<file path="config.mk">
export PLATFORM = sky130hd
export DESIGN_NAME = game_screen_ctrl_flat
export DESIGN_NICKNAME = d
export VERILOG_FILES = /design/src/rtl/game_screen_if.sv /design/src/rtl/game_screen_ctrl.sv /design/src/flat_wrapper.sv
export SDC_FILE = /design/constraint.sdc
export NUM_CORES = 1
export LEC_CHECK = 0
export CELL_PAD_IN_SITES_DETAIL_PLACEMENT = 0
export CELL_PAD_IN_SITES_GLOBAL_PLACEMENT = 1
export CORE_ASPECT_RATIO = 1.5
export CORE_MARGIN = 1
export CORE_UTILIZATION = 51
export CTS_BUF_LIST = sky130_fd_sc_hd__clkbuf_8
export CTS_CLUSTER_SIZE = 24
export DETAILED_ROUTE_END_ITERATION = 10
export PLACE_DENSITY = 0.87
export RECOVER_POWER = 50
export SYNTH_ARGS = -nofsm -noshare
export SYNTH_HDL_FRONTEND = slang
export SYNTH_SLANG_ARGS = --single-unit
</file>
<file path="constraint.sdc">
create_clock -name clk -period 3.88 [get_ports clk]
set_input_delay 0.776 -clock clk [delete_from_list [all_inputs] [get_ports clk]]
set_output_delay 0.776 -clock clk [all_outputs]
set_load 0.01 [all_outputs]
</file>
<file path="src/rtl/game_screen_if.sv">
// rtl/game_screen_if.sv - signal bundle between the screen controller and its surroundings
interface game_screen_if;
  logic       btn_start;
  logic       btn_sel;
  logic       win_evt;
  logic       lose_evt;
  logic [3:0] vga_control;
  logic       blink;
  logic       menu_item;
  logic       game_run;
  logic       game_start;

  modport master (
    output btn_start, btn_sel, win_evt, lose_evt,
    input  vga_control, blink, menu_item, game_run, game_start
  );

  modport slave (
    input  btn_start, btn_sel, win_evt, lose_evt,
    output vga_control, blink, menu_item, game_run, game_start
  );
endinterface

</file>
<file path="src/rtl/game_screen_ctrl.sv">
// rtl/game_screen_ctrl.sv - top-level game flow sequencer driving the VGA screen selector
module game_screen_ctrl #(
  parameter int PWRUP_CYC  = 100,
  parameter int BLINK_HALF = 25_000_000,
  parameter int RESULT_CYC = 250_000_000
) (
  input  logic         clk,
  input  logic         clr,
  game_screen_if.slave gs
);
  localparam int PW = (PWRUP_CYC  > 1) ? $clog2(PWRUP_CYC)  : 1;
  localparam int BW = (BLINK_HALF > 1) ? $clog2(BLINK_HALF) : 1;
  localparam int RW = (RESULT_CYC > 1) ? $clog2(RESULT_CYC) : 1;
  localparam logic [PW-1:0] PWR_LAST   = PW'(PWRUP_CYC - 1);
  localparam logic [BW-1:0] BLINK_LAST = BW'(BLINK_HALF - 1);
  localparam logic [RW-1:0] RES_LAST   = RW'(RESULT_CYC - 1);

  // Encoding doubles as the vga_control screen code.
  typedef enum logic [3:0] {
    S_OFF   = 4'd0,
    S_INTRO = 4'd1,
    S_MENU  = 4'd2,
    S_TUT   = 4'd3,
    S_PLAY  = 4'd4,
    S_WIN   = 4'd5,
    S_LOSE  = 4'd6
  } state_t;

  state_t        state, state_nx;
  logic [PW-1:0] pwr_cnt, pwr_cnt_nx;
  logic [BW-1:0] blink_cnt, blink_cnt_nx;
  logic [RW-1:0] res_cnt, res_cnt_nx;
  logic          blink, blink_nx;
  logic          menu_item, menu_item_nx;
  logic          game_run, game_run_nx;
  logic          game_start, game_start_nx;
  logic [2:0]    start_sync, sel_sync;
  logic          start_edge, sel_edge;

  // Bits [1:0] synchronize, bit [2] delays once more for rising-edge detection.
  assign start_edge = start_sync[1] & ~start_sync[2];
  assign sel_edge   = sel_sync[1] & ~sel_sync[2];

  always_ff @(posedge clk or negedge clr) begin
    if (!clr) begin
      state      <= S_OFF;
      pwr_cnt    <= '0;
      blink_cnt  <= '0;
      res_cnt    <= '0;
      blink      <= 1'b0;
      menu_item  <= 1'b0;
      game_run   <= 1'b0;
      game_start <= 1'b0;
      start_sync <= '0;
      sel_sync   <= '0;
    end else begin
      state      <= state_nx;
      pwr_cnt    <= pwr_cnt_nx;
      blink_cnt  <= blink_cnt_nx;
      res_cnt    <= res_cnt_nx;
      blink      <= blink_nx;
      menu_item  <= menu_item_nx;
      game_run   <= game_run_nx;
      game_start <= game_start_nx;
      start_sync <= {start_sync[1:0], gs.btn_start};
      sel_sync   <= {sel_sync[1:0], gs.btn_sel};
    end
  end

  always_comb begin
    state_nx     = state;
    pwr_cnt_nx   = '0;
    blink_cnt_nx = '0;
    res_cnt_nx   = '0;
    blink_nx     = 1'b0;
    menu_item_nx = menu_item;
    case (state)
      S_OFF: begin
        if (pwr_cnt == PWR_LAST) state_nx = S_INTRO;
        else                     pwr_cnt_nx = pwr_cnt + PW'(1);
      end
      S_INTRO: begin
        if (start_edge) begin
          state_nx = S_MENU;
        end else if (blink_cnt == BLINK_LAST) begin
          blink_nx = ~blink;
        end else begin
          blink_nx     = blink;
          blink_cnt_nx = blink_cnt + BW'(1);
        end
      end
      S_MENU: begin
        if (start_edge)    state_nx = menu_item ? S_TUT : S_PLAY;
        else if (sel_edge) menu_item_nx = ~menu_item;
      end
      S_TUT: begin
        if (start_edge) state_nx = S_MENU;
      end
      S_PLAY: begin
        if (gs.lose_evt)     state_nx = S_LOSE;
        else if (gs.win_evt) state_nx = S_WIN;
      end
      S_WIN, S_LOSE: begin
        if (start_edge || res_cnt == RES_LAST) begin
          state_nx     = S_MENU;
          menu_item_nx = 1'b0;
        end else begin
          res_cnt_nx = res_cnt + RW'(1);
        end
      end
      default: state_nx = S_OFF;
    endcase
    game_run_nx   = (state_nx == S_PLAY);
    game_start_nx = (state == S_MENU) && (state_nx == S_PLAY);
  end

  assign gs.vga_control = state;
  assign gs.blink       = blink;
  assign gs.menu_item   = menu_item;
  assign gs.game_run    = game_run;
  assign gs.game_start  = game_start;
endmodule

</file>
<file path="src/flat_wrapper.sv">
// flat-port wrapper written by rule: the top's interface ports become plain ports
module game_screen_ctrl_flat 
#(
  parameter int PWRUP_CYC  = 100,
  parameter int BLINK_HALF = 25_000_000,
  parameter int RESULT_CYC = 250_000_000
)
  (clk, clr, gs_btn_start, gs_btn_sel, gs_win_evt, gs_lose_evt, gs_vga_control, gs_blink, gs_menu_item, gs_game_run, gs_game_start);
  game_screen_if gs_i ();
  input  logic clk;
  input  logic clr;
  input wire logic [$bits(gs_i.btn_start)-1:0] gs_btn_start;
  input wire logic [$bits(gs_i.btn_sel)-1:0] gs_btn_sel;
  input wire logic [$bits(gs_i.win_evt)-1:0] gs_win_evt;
  input wire logic [$bits(gs_i.lose_evt)-1:0] gs_lose_evt;
  output wire logic [$bits(gs_i.vga_control)-1:0] gs_vga_control;
  output wire logic [$bits(gs_i.blink)-1:0] gs_blink;
  output wire logic [$bits(gs_i.menu_item)-1:0] gs_menu_item;
  output wire logic [$bits(gs_i.game_run)-1:0] gs_game_run;
  output wire logic [$bits(gs_i.game_start)-1:0] gs_game_start;
  assign gs_i.btn_start = gs_btn_start;
  assign gs_i.btn_sel = gs_btn_sel;
  assign gs_i.win_evt = gs_win_evt;
  assign gs_i.lose_evt = gs_lose_evt;
  assign gs_vga_control = gs_i.vga_control;
  assign gs_blink = gs_i.blink;
  assign gs_menu_item = gs_i.menu_item;
  assign gs_game_run = gs_i.game_run;
  assign gs_game_start = gs_i.game_start;
  game_screen_ctrl #(.PWRUP_CYC(PWRUP_CYC), .BLINK_HALF(BLINK_HALF), .RESULT_CYC(RESULT_CYC)) u_core (.clk(clk), .clr(clr), .gs(gs_i));
endmodule
</file>
==> results by group <==
Status
  • Outcome: finished, violations left
  • Failing checks: capacitance limit, slew limit

Power
  • Leakage: 1.590 nW
  • Pwr/cell area: 332.9 nW/um^2
  • Tot Pwr: around 1.3 mW
  • Worst vdd ir: approximately 230 uV

Worst setup path
  • Worst R2R Path Depth: 6
  • Worst path slowest cell: nand3_1
  • Crit Path Max Fanout: 26
  • Cell Chain, Critical Path: ha_1, nand4_2, nor4_2, nand2_1, nand3_1, nor2_1
  • CP max stage delay: approximately 0.7 ns
  • Req. time, crit path: between 4 and 5 ns
  • Crit path launch type: flop
  • Arr. time, crit path: approximately 2.6 ns
  • CP Capture Type: flop
  • Critical path class: reg2reg

Place
  • I/O Buffers: 13
  • GPL Wtd Cong: between 0.7 and 0.8
  • Post-DP HPWL: 4.321 mm
  • DP Worst Slack: 1.440 ns

Floorplanning
  • I/O Pins: 14
  • Die Y: around 110 um
  • Row count: 37
  • Starting density of the core: a little over half
  • Die area: between 7000 and 8000 um^2
  • Core area: a little under 7000 um^2
  • Die X: just over 70 um

Synth
  • Post-Synth Adder-Cell Area: under 10%
  • Ys flop type: dfrtp_1
  • Synth warnings: 0
  • Compound-Gate Fraction of Synth Area: about 3.2%
  • Async set-reset flop share out of synthesis: 100.0%
  • Multiplexer area fraction after synthesis: 0%
  • EDFF count, synth: 0
  • Simple-gate area share of the yosys netlist: 28.17%
  • Synthesized flop and latch total: 74
  • Largest family of logic cells by synthesized area: simple AND/OR/NAND/NOR gates
  • Syn Nets: ~370
  • Xor and xnor area share after synthesis: 13.11%
  • Sequential element share of the synthesized area: approximately 50%
  • Mapped Area: about 3600 um^2
  • Cells after Synth: 357
  • Netlist cell types: 49
  • Post-Syn Area per Cell: between 10 and 15 um^2

Finish
  • Share of layout cells above drive strength 1: slightly above 7%
  • Syn-to-layout area delta: 8.255%
  • Commonest non-fill, non-tap cell in the layout: nor2_1
  • Antenna Cells: 0
  • Commonest cells after routing, fill and taps aside: nor2_1 (75), dfrtp_1 (74), xor2_1 (32)
  • Final nets: ~380
  • Final Util: between 50% and 60%

Drt
  • DR vias/cell: approximately 5.5
  • DRT antenna net count: 0
  • First DRT Iteration DRCs: between 100 and 150
  • Final WL: roughly 6.5 mm
  • DR pass1 iterations: 4
  • Wirelength per Cell: ~14 um
  • DRC errors left: 0
  • DR vias: roughly 2500

STA
  • Final min period: about 2.4 ns
  • Endpoints failing setup: 0
  • Hold Vio Cnt, Final: 0
  • Final period util: 61.44%
  • Setup ws final: between 1 and 1.5 ns
  • Tightest Pin Transition: 1.786 ns
  • Pins Over Slew Limit: 75
  • FMAX: approximately 420 MHz
  • RSZ-0062 raised after global routing: false
  • Slew headroom: -19.07%
  • Worst Clk Skew: 0.01155 ns
  • Setup TNS: 0 ns

Hold path
  • Min-Delay Path Depth: 0
  • Min-delay worst type: reg2reg

Clock tree
  • Hold_buf cts: 0
  • Clk_lat worst skew: between 0.3 and 0.4 ns
  • Worst-path clk slew: roughly 0.07 ns
  • CTS buffer count: 9
  • TritonCTS clock tree: yes
  • Root Buffer: clkbuf_8
  • Longest Clk Path Bufs: 2
  • Total setup buffers inserted after CTS: 0
  • CTS resizes: 0
  • Clk sinks: 74
  • CTS H-tree lvls: 3

Global route
  • Total grt overflow: 0
  • Global-route wire length before repair: between 10 and 15 mm
  • Gr usage total: roughly a fifth
  • Vias in the first global route: around 2600
  • Antenna violations before repair: 0
  • Largest net degree at the start of global routing: 75

Job
  • Max Cap Viol: 1
## critical path, delay by kind of cell, from the launching register on
family	cells	cell delay [ns]
fa+ha+maj	1	0.23
flops	1	0.39
simple gates	5	1.60
## area by class of cell
cell class              instances  area [um^2]
fillers                       617         2947
flip-flops and latches         74         1852
multi-input cells             262         1647
clock buffers                  10        137.6
repair buffers                 13        125.1
well taps                      78        97.59
inverters                      10        37.54
clock inverters                 2        8.758
## stage by stage
stage          cell area, um^2  hold slack (ns)  cells
5_1_grt                   3905           0.3593    449
6_report                  3905           0.3516    449
2_1_floorplan             3607           0.3312    357
3_5_place_dp              3761           0.3395    437
4_1_cts                   3908           0.3549    449
3_3_place_gp              3761           0.3345    437
## final timing paths
kind,slack [ns],to,from
worst max-delay path,1.50,u_core.res_cnt[25],u_core.res_cnt[0]
worst min-delay path,0.35,u_core.sel_sync[1],u_core.sel_sync[0]
worst max register to register,1.50,u_core.res_cnt[25],u_core.res_cnt[0]
worst min register to register,0.35,u_core.sel_sync[1],u_core.sel_sync[0]
max in group asynchronous,1.92,u_core.res_cnt[0],clr
min in group asynchronous,0.92,u_core.pwr_cnt[3],clr
## cells in the mapped netlist (4+ instances only)
library cell  number  share of area [%]
nor2_1            75                7.8
dfrtp_1           74                 51
xor2_1            32                7.8
nand3_1           23                3.2
nand2_1           22                2.3
xnor2_1           22                5.3
nand4_1           12                2.1
inv_1             10                1.0
nor3_1             6               0.83
and3_1             5               0.87
nor4bb_1           5                1.4
a21oi_1            4               0.55
clkbuf_1           4               0.42
## registers in the layout (all words and copies together) (netlist names)
name,count
u_core.start_sync,3
u_core.gs.game_start,1
u_core.sel_sync,3
u_core.gs.vga_control,4
u_core.blink_cnt,25
u_core.gs.menu_item,1
u_core.gs.blink,1
u_core.gs.game_run,1
u_core.pwr_cnt,7
u_core.res_cnt,28
## power breakdown
part,internal [mW],switching [mW],total [mW]
clock,0.232,0.254,0.486
combinational,0.00917,0.0222,0.0313
sequential,0.778,0.00507,0.783
## kinds of logic after synthesis
| family | after synthesis |
|---|---|
| fa+ha+maj | 3 |
| simple gates | 187 |
| buf+inv | 21 |
| xor+xnor | 54 |
| flops | 74 |
| compound gates | 17 |
| other cells | 1 |
## per-layer routing
layer / track usage (%) / vias up / part of all wire (%)
met1: 23.65 / 1208 / 45
met5: 0 / - / 0
met3: 5.593 / 10 / 2.1
met4: 9.286 / 0 / 1.9
li1: - / 1232 / -
met2: 33.22 / 16 / 51
Note: power is estimated with default switching activity, not from simulation.
